===== config.mk =====
export PLATFORM = sky130hd
export DESIGN_NAME = wb_cmd_initiator
export DESIGN_NICKNAME = d
export VERILOG_FILES = /design/src/rtl/wb_cmd_initiator.sv
export SDC_FILE = /design/constraint.sdc
export NUM_CORES = 1
export LEC_CHECK = 0
export ABC_AREA = 1
export CAP_MARGIN = 20
export CORE_MARGIN = 1.5
export CORE_UTILIZATION = 38
export CTS_CLUSTER_SIZE = 8
export DETAILED_ROUTE_END_ITERATION = 6
export PLACE_DENSITY = 0.76
export RECOVER_POWER = 100
export SYNTH_ARGS = -nofsm -noshare
export SYNTH_HDL_FRONTEND = slang
export SYNTH_SLANG_ARGS = --single-unit

===== constraint.sdc =====
create_clock -name clk -period 1.6 [get_ports clk]
set_clock_uncertainty 0.1 [all_clocks]
set_input_delay 0.24 -clock clk [delete_from_list [all_inputs] [get_ports clk]]
set_output_delay 0.24 -clock clk [all_outputs]
set_load 0.02 [all_outputs]

===== src/rtl/wb_cmd_initiator.sv =====
// Wishbone classic single-access initiator: one command in, one cyc/stb cycle, one response out.
// A command that never sees an ack can be aborted after TIMEOUT_CYC bus cycles.
module wb_cmd_initiator #(
  parameter int AW          = 32,
  parameter int DW          = 32,
  parameter int TIMEOUT_CYC = 256
) (
  input  logic            clk,
  input  logic            reset_n,
  input  logic            cmd_valid,
  output logic            cmd_ready,
  input  logic            cmd_we,
  input  logic [AW-1:0]   cmd_adr,
  input  logic [DW-1:0]   cmd_wdata,
  input  logic [DW/8-1:0] cmd_sel,
  output logic            rsp_valid,
  input  logic            rsp_ready,
  output logic [DW-1:0]   rsp_rdata,
  output logic            rsp_err,
  output logic            m_cyc_o,
  output logic            m_stb_o,
  output logic            m_we_o,
  output logic [AW-1:0]   m_adr_o,
  output logic [DW-1:0]   m_dat_o,
  output logic [DW/8-1:0] m_sel_o,
  input  logic [DW-1:0]   m_dat_i,
  input  logic            m_ack_i,
  output logic [7:0]      stray_ack
);

  localparam int SW = DW / 8;
  localparam int CW = (TIMEOUT_CYC > 1) ? $clog2(TIMEOUT_CYC) : 1;
  localparam logic [CW-1:0] CNT_LAST = CW'((TIMEOUT_CYC > 0) ? TIMEOUT_CYC - 1 : 0);

  typedef enum logic [1:0] {IDLE, BUS, RESP} state_t;

  state_t          state_q, state_d;
  logic            cmd_ready_q, cmd_ready_d;
  logic            rsp_valid_q, rsp_valid_d;
  logic [DW-1:0]   rsp_rdata_q, rsp_rdata_d;
  logic            rsp_err_q, rsp_err_d;
  logic            cyc_q, cyc_d;
  logic            we_q, we_d;
  logic [AW-1:0]   adr_q, adr_d;
  logic [DW-1:0]   dat_q, dat_d;
  logic [SW-1:0]   sel_q, sel_d;
  logic [CW-1:0]   cnt_q, cnt_d;
  logic [7:0]      stray_q, stray_d;

  always_comb begin
    state_d     = state_q;
    rsp_valid_d = rsp_valid_q;
    rsp_rdata_d = rsp_rdata_q;
    rsp_err_d   = rsp_err_q;
    cyc_d       = cyc_q;
    we_d        = we_q;
    adr_d       = adr_q;
    dat_d       = dat_q;
    sel_d       = sel_q;
    cnt_d       = cnt_q;
    stray_d     = stray_q;

    // Acks outside a bus cycle carry no data; they are only counted.
    if (state_q != BUS && m_ack_i && stray_q != 8'hFF) begin
      stray_d = stray_q + 8'd1;
    end

    case (state_q)
      IDLE: begin
        if (cmd_valid && cmd_ready_q) begin
          state_d = BUS;
          cyc_d   = 1'b1;
          we_d    = cmd_we;
          adr_d   = cmd_adr;
          dat_d   = cmd_wdata;
          sel_d   = cmd_sel;
          cnt_d   = '0;
        end
      end
      BUS: begin
        if (m_ack_i) begin
          state_d     = RESP;
          cyc_d       = 1'b0;
          we_d        = 1'b0;
          adr_d       = '0;
          dat_d       = '0;
          sel_d       = '0;
          rsp_valid_d = 1'b1;
          rsp_rdata_d = we_q ? '0 : m_dat_i;
          rsp_err_d   = 1'b0;
        end else if ((TIMEOUT_CYC > 0) && (cnt_q == CNT_LAST)) begin
          state_d     = RESP;
          cyc_d       = 1'b0;
          we_d        = 1'b0;
          adr_d       = '0;
          dat_d       = '0;
          sel_d       = '0;
          rsp_valid_d = 1'b1;
          rsp_rdata_d = '0;
          rsp_err_d   = 1'b1;
        end else if (TIMEOUT_CYC > 0) begin
          cnt_d = cnt_q + 1'b1;
        end
      end
      RESP: begin
        if (rsp_ready) begin
          state_d     = IDLE;
          rsp_valid_d = 1'b0;
          rsp_rdata_d = '0;
          rsp_err_d   = 1'b0;
        end
      end
      default: state_d = IDLE;
    endcase

    cmd_ready_d = (state_d == IDLE);
  end

  always_ff @(posedge clk or negedge reset_n) begin
    if (!reset_n) begin
      state_q     <= IDLE;
      cmd_ready_q <= 1'b0;
      rsp_valid_q <= 1'b0;
      rsp_rdata_q <= '0;
      rsp_err_q   <= 1'b0;
      cyc_q       <= 1'b0;
      we_q        <= 1'b0;
      adr_q       <= '0;
      dat_q       <= '0;
      sel_q       <= '0;
      cnt_q       <= '0;
      stray_q     <= '0;
    end else begin
      state_q     <= state_d;
      cmd_ready_q <= cmd_ready_d;
      rsp_valid_q <= rsp_valid_d;
      rsp_rdata_q <= rsp_rdata_d;
      rsp_err_q   <= rsp_err_d;
      cyc_q       <= cyc_d;
      we_q        <= we_d;
      adr_q       <= adr_d;
      dat_q       <= dat_d;
      sel_q       <= sel_d;
      cnt_q       <= cnt_d;
      stray_q     <= stray_d;
    end
  end

  assign cmd_ready = cmd_ready_q;
  assign rsp_valid = rsp_valid_q;
  assign rsp_rdata = rsp_rdata_q;
  assign rsp_err   = rsp_err_q;
  assign m_cyc_o   = cyc_q;
  assign m_stb_o   = cyc_q;
  assign m_we_o    = we_q;
  assign m_adr_o   = adr_q;
  assign m_dat_o   = dat_q;
  assign m_sel_o   = sel_q;
  assign stray_ack = stray_q;

endmodule


==> summary by stage <==
Outcome
The run finished with clean final reports.

STA
For the pin with the worst max-slew slack, the measured transition is 0.579 ns. The number of pins exceeding their max-slew limit in the final report was 0. The post-route worst setup slack is 0.0343 ns. Of the available clock period, the critical path in the final layout requires 97.9%. The number of setup violations in the final report is 0.

The hold violation count in the final report is 0. The minimum period implied by the final worst setup slack is 1.57 ns. The upper clock frequency limit is 0.639 GHz. The worst max-slew margin expressed relative to the limit is 61.4%.

GRT
Entering global routing, the biggest net connects 55 pins. The via count of the first global-routing pass is 4727. The first global-routing pass estimated 23100 um of wire. The number of antenna violations at the first check in global routing is 0.

The leftover overflow at the end of global routing is 0. Across every metal layer, demand over resource in global routing totals 20.6%.

Die
In this run the core area contains 41 standard-cell rows. The die is 118 um tall. 220 I/O pins were placed. The core region is 0.0128 mm2.

The full die area is 0.0139 mm2. The starting utilization of the core area is 39.3%. The die is 118 um wide.

Placed design
The count of placed standard cells including taps is 976. The final estimated routing congestion in global placement is 0.816. The number of port buffers is 219.

The HPWL after detailed placement is 10000 um. After detailed placement, the total cell area comes to 0.00760 mm2. Before CTS, the worst setup slack after placement is -0.0689 ns.

Worst hold path
The path class of the lowest-slack min-delay path is input pin to asynchronous set/reset pin.

Synthesis
Sequential elements use 61.3% of the synthesized area. The Yosys step of the flow raised 0 warnings. The net count after synthesis is 693.

In this run the mean area of a mapped cell was 8.59 um2. Counting flops and latches in the post-synthesis netlist gives 123. By area the synthesized netlist is led by dfrtp_1 (61%), nand2_1 (25%), nand3_1 (4.6%).

Of all flip-flops after synthesis, the portion carrying an async set or reset was 100%. The synthesized design devotes to its leading area cell type 61.3% of total area. In the synthesized netlist the dominant register cell turns out to be dfrtp_1. Synthesis produced 585 cells. dfrtp_1 takes more of the synthesized area than any other cell. The post-synthesis instance area is 0.00502 mm2. The number of different library cells used by synthesis comes to 22. In this run, synthesis inferred 0 flip-flops with an integrated enable.

Worst setup path
For the worst flop-to-flop path, the logic depth is 9. The worst-case register-to-register setup slack is 0.03 ns. Data on the critical path is required at its endpoint by 1.80 ns. At the worst endpoint, the arrival time is 1.76 ns. The most numerous cell type found on the critical path is nand2_1. The reg-to-reg startpoint is cnt_q[0].

The type of the setup path with the least slack is flop to flop. The critical path goes through ha_1 > inv_1 > nor2_2 > nand2_2 > nand3_4 > nand2_8 > clkbuf_16 > nand2_1 > nand2_1. The startpoint type of the worst setup path is a flop.

The category of the worst setup path capture point is a flop. The delay of the slowest cell on the worst path is 0.36 ns. The maximum net fanout on the critical path is 13.

The endpoint of the worst register-to-register path is m_dat_o[22]. The slowest stage of the critical path belongs to the cell dfrtp_1.

Cells and area
The antenna diode instance count is 0. From synthesis to final layout, the design area changed by 64.1%. The final layout contains 938 nets.

The finished layout holds 1015 standard cells, fillers aside. Of the cells placed in the final design, the portion with a size suffix greater than 1 is 9.37%. After routing the design area is 0.00824 mm2.

CTS
TritonCTS built the clock tree. The buffer levels on the longest clock path is 2. In this run the clock root is driven by a clkbuf_16. TritonCTS created 17 clock buffers. The maximum level of the CTS H-tree is 4. The clock transition at the register clock pins on the worst setup and hold paths after CTS is 0.05 ns.

Counting every sink on the clock net gives 123. The clock latency at the later pin of the worst-skew pair is 0.41 ns.

Detailed routing
The via density per instance is 4.66. In the final routed layout, each cell accounts on average for 14.2 um. The detail route stage leaves a number of antenna-violating nets equal to 0.

The number of detailed-routing iterations run before antenna repair is 4. For this block, the routed nets add up to 14400 um of wire. For this block, the initial DRC count from the detailed router was 245. The DRC violation count after routing is 0. The routed layout has 4728 vias.

Power
The highest ir drop seen on vdd is 0.000995 V. The design draws 16.3 mW. The leakage power total is 4.47 nW.

Dividing total power by cell area gives a power density of 1970 mW/mm2.

Job
Across the run, the number of max-cap violations was 0.
## what timing repair did
action,in CTS,in global routing
setup buffers,0,2
hold buffers,1,0
resized for setup,114,12
gates cloned,0,4
endpoints found under the hold margin,123,0
endpoints found under the setup margin,114,99
pin swaps,0,3
## how the worst max path moves through the flow
stage / from / endpoint / slack, ns / depth (start not counted)
floorplan: cnt_q[0] / m_dat_o[21] / 0.07 / 10
global placement: cmd_valid / m_dat_o[2] / -0.05 / 9
detailed placement: m_ack_i / m_adr_o[17] / -0.07 / 7
CTS: stray_ack[5] / stray_ack[5] / 0.004 / 1
global route: cnt_q[1] / m_dat_o[15] / -0.06 / 9
finish: cnt_q[0] / m_dat_o[22] / 0.03 / 9
## routing by layer
metal | part of all wire [%] | GRT usage, % | up-vias | wire, um
li1 | - | - | 2295 | -
met1 | 41 | 24.0 | 2201 | 5940
met2 | 49 | 34.9 | 197 | 7070
met3 | 7.1 | 6.73 | 35 | 1030
met4 | 2.7 | 8.99 | 0 | 392
met5 | 0 | 0 | - | 0
## worst max-delay path, delay by kind of cell, from the launching register on
| kind | cells | cell delay (ns) |
|---|---|---|
| fa+ha+maj | 1 | 0.19 |
| buf+inv | 2 | 0.25 |
| flops | 1 | 0.36 |
| simple gates | 6 | 0.55 |
## layout make-up
cell class                      instances  area, um2
Fill cell                            1043       4530
Sequential cell                       123       3080
Timing Repair Buffer                  251       2440
Multi-Input combinational cell        423       1810
Clock buffer                           22        494
Tap cell                              172        215
Clock inverter                         10        161
Inverter                               14       52.6
## registers in the layout, indices dropped and copies added (netlist names)
name	flops
m_adr_o	32
m_dat_o	32
rsp_rdata	32
cnt_q	8
stray_ack	8
m_sel_o	4
state_q	2
cmd_ready	1
m_cyc_o	1
m_we_o	1
rsp_err	1
rsp_valid	1
## stage by stage
| step | hold WS, ns | TNS (ns) | utilization (%) |
|---|---|---|---|
| finish | 0.237 | 0 | 64.5 |
| global placement | -0.00512 | -2.19 | 59.5 |
| detailed placement | -0.00776 | -3.24 | 59.5 |
| floorplan | -0.156 | 0 | - |
| CTS | 0.0955 | 0 | 63.6 |
| global route | 0.261 | -2.52 | 64.5 |
## cells by family (layout without fill, tap and decap cells)
logic type	Yosys count	after routing	share of synthesized area (%)
DFF	123	123	61.3
adders and majority gates	2	2	0.498
xor gates and xnor gates	9	9	1.57
AOI/OAI and AO/OA	9	9	0.996
and+or+nand+nor	403	403	32.1
buffers and inverters	39	297	3.59
## placed cells by master (no fill, tap or decap), drive strengths merged
cell,instances
buf,28
bufinv,4
clkbuf,26
clkdlybuf4s15,1
clkdlybuf4s50,104
clkinv,3
clkinvlp,3
dfrtp,123
dlygate4sd2,113
dlygate4sd3,1
ha,2
inv,14
nand2,336
nand3,47
nand4,1
nor2,18
nor3,1
o21ai,7
o21bai,2
xnor2,5
xor2,4
## synth_stat cells, types with 2 or more instances
master,count
buf_2,12
buf_6,2
o21ai_0,5
nor2_1,16
inv_1,11
nand2_2,4
dfrtp_1,123
o21bai_1,2
o21ai_1,2
clkbuf_1,10
inv_2,3
ha_1,2
nand2_1,332
nand3_1,46
xor2_1,4
xnor2_1,5
## power by group
group,switching [mW],leakage [nW],internal (mW)
sequential,0.669,1.60,4.32
clock,1.35,0.314,2.81
combinational,4.25,2.56,2.85
No activity file was read; power rests on OpenSTA's default activity.
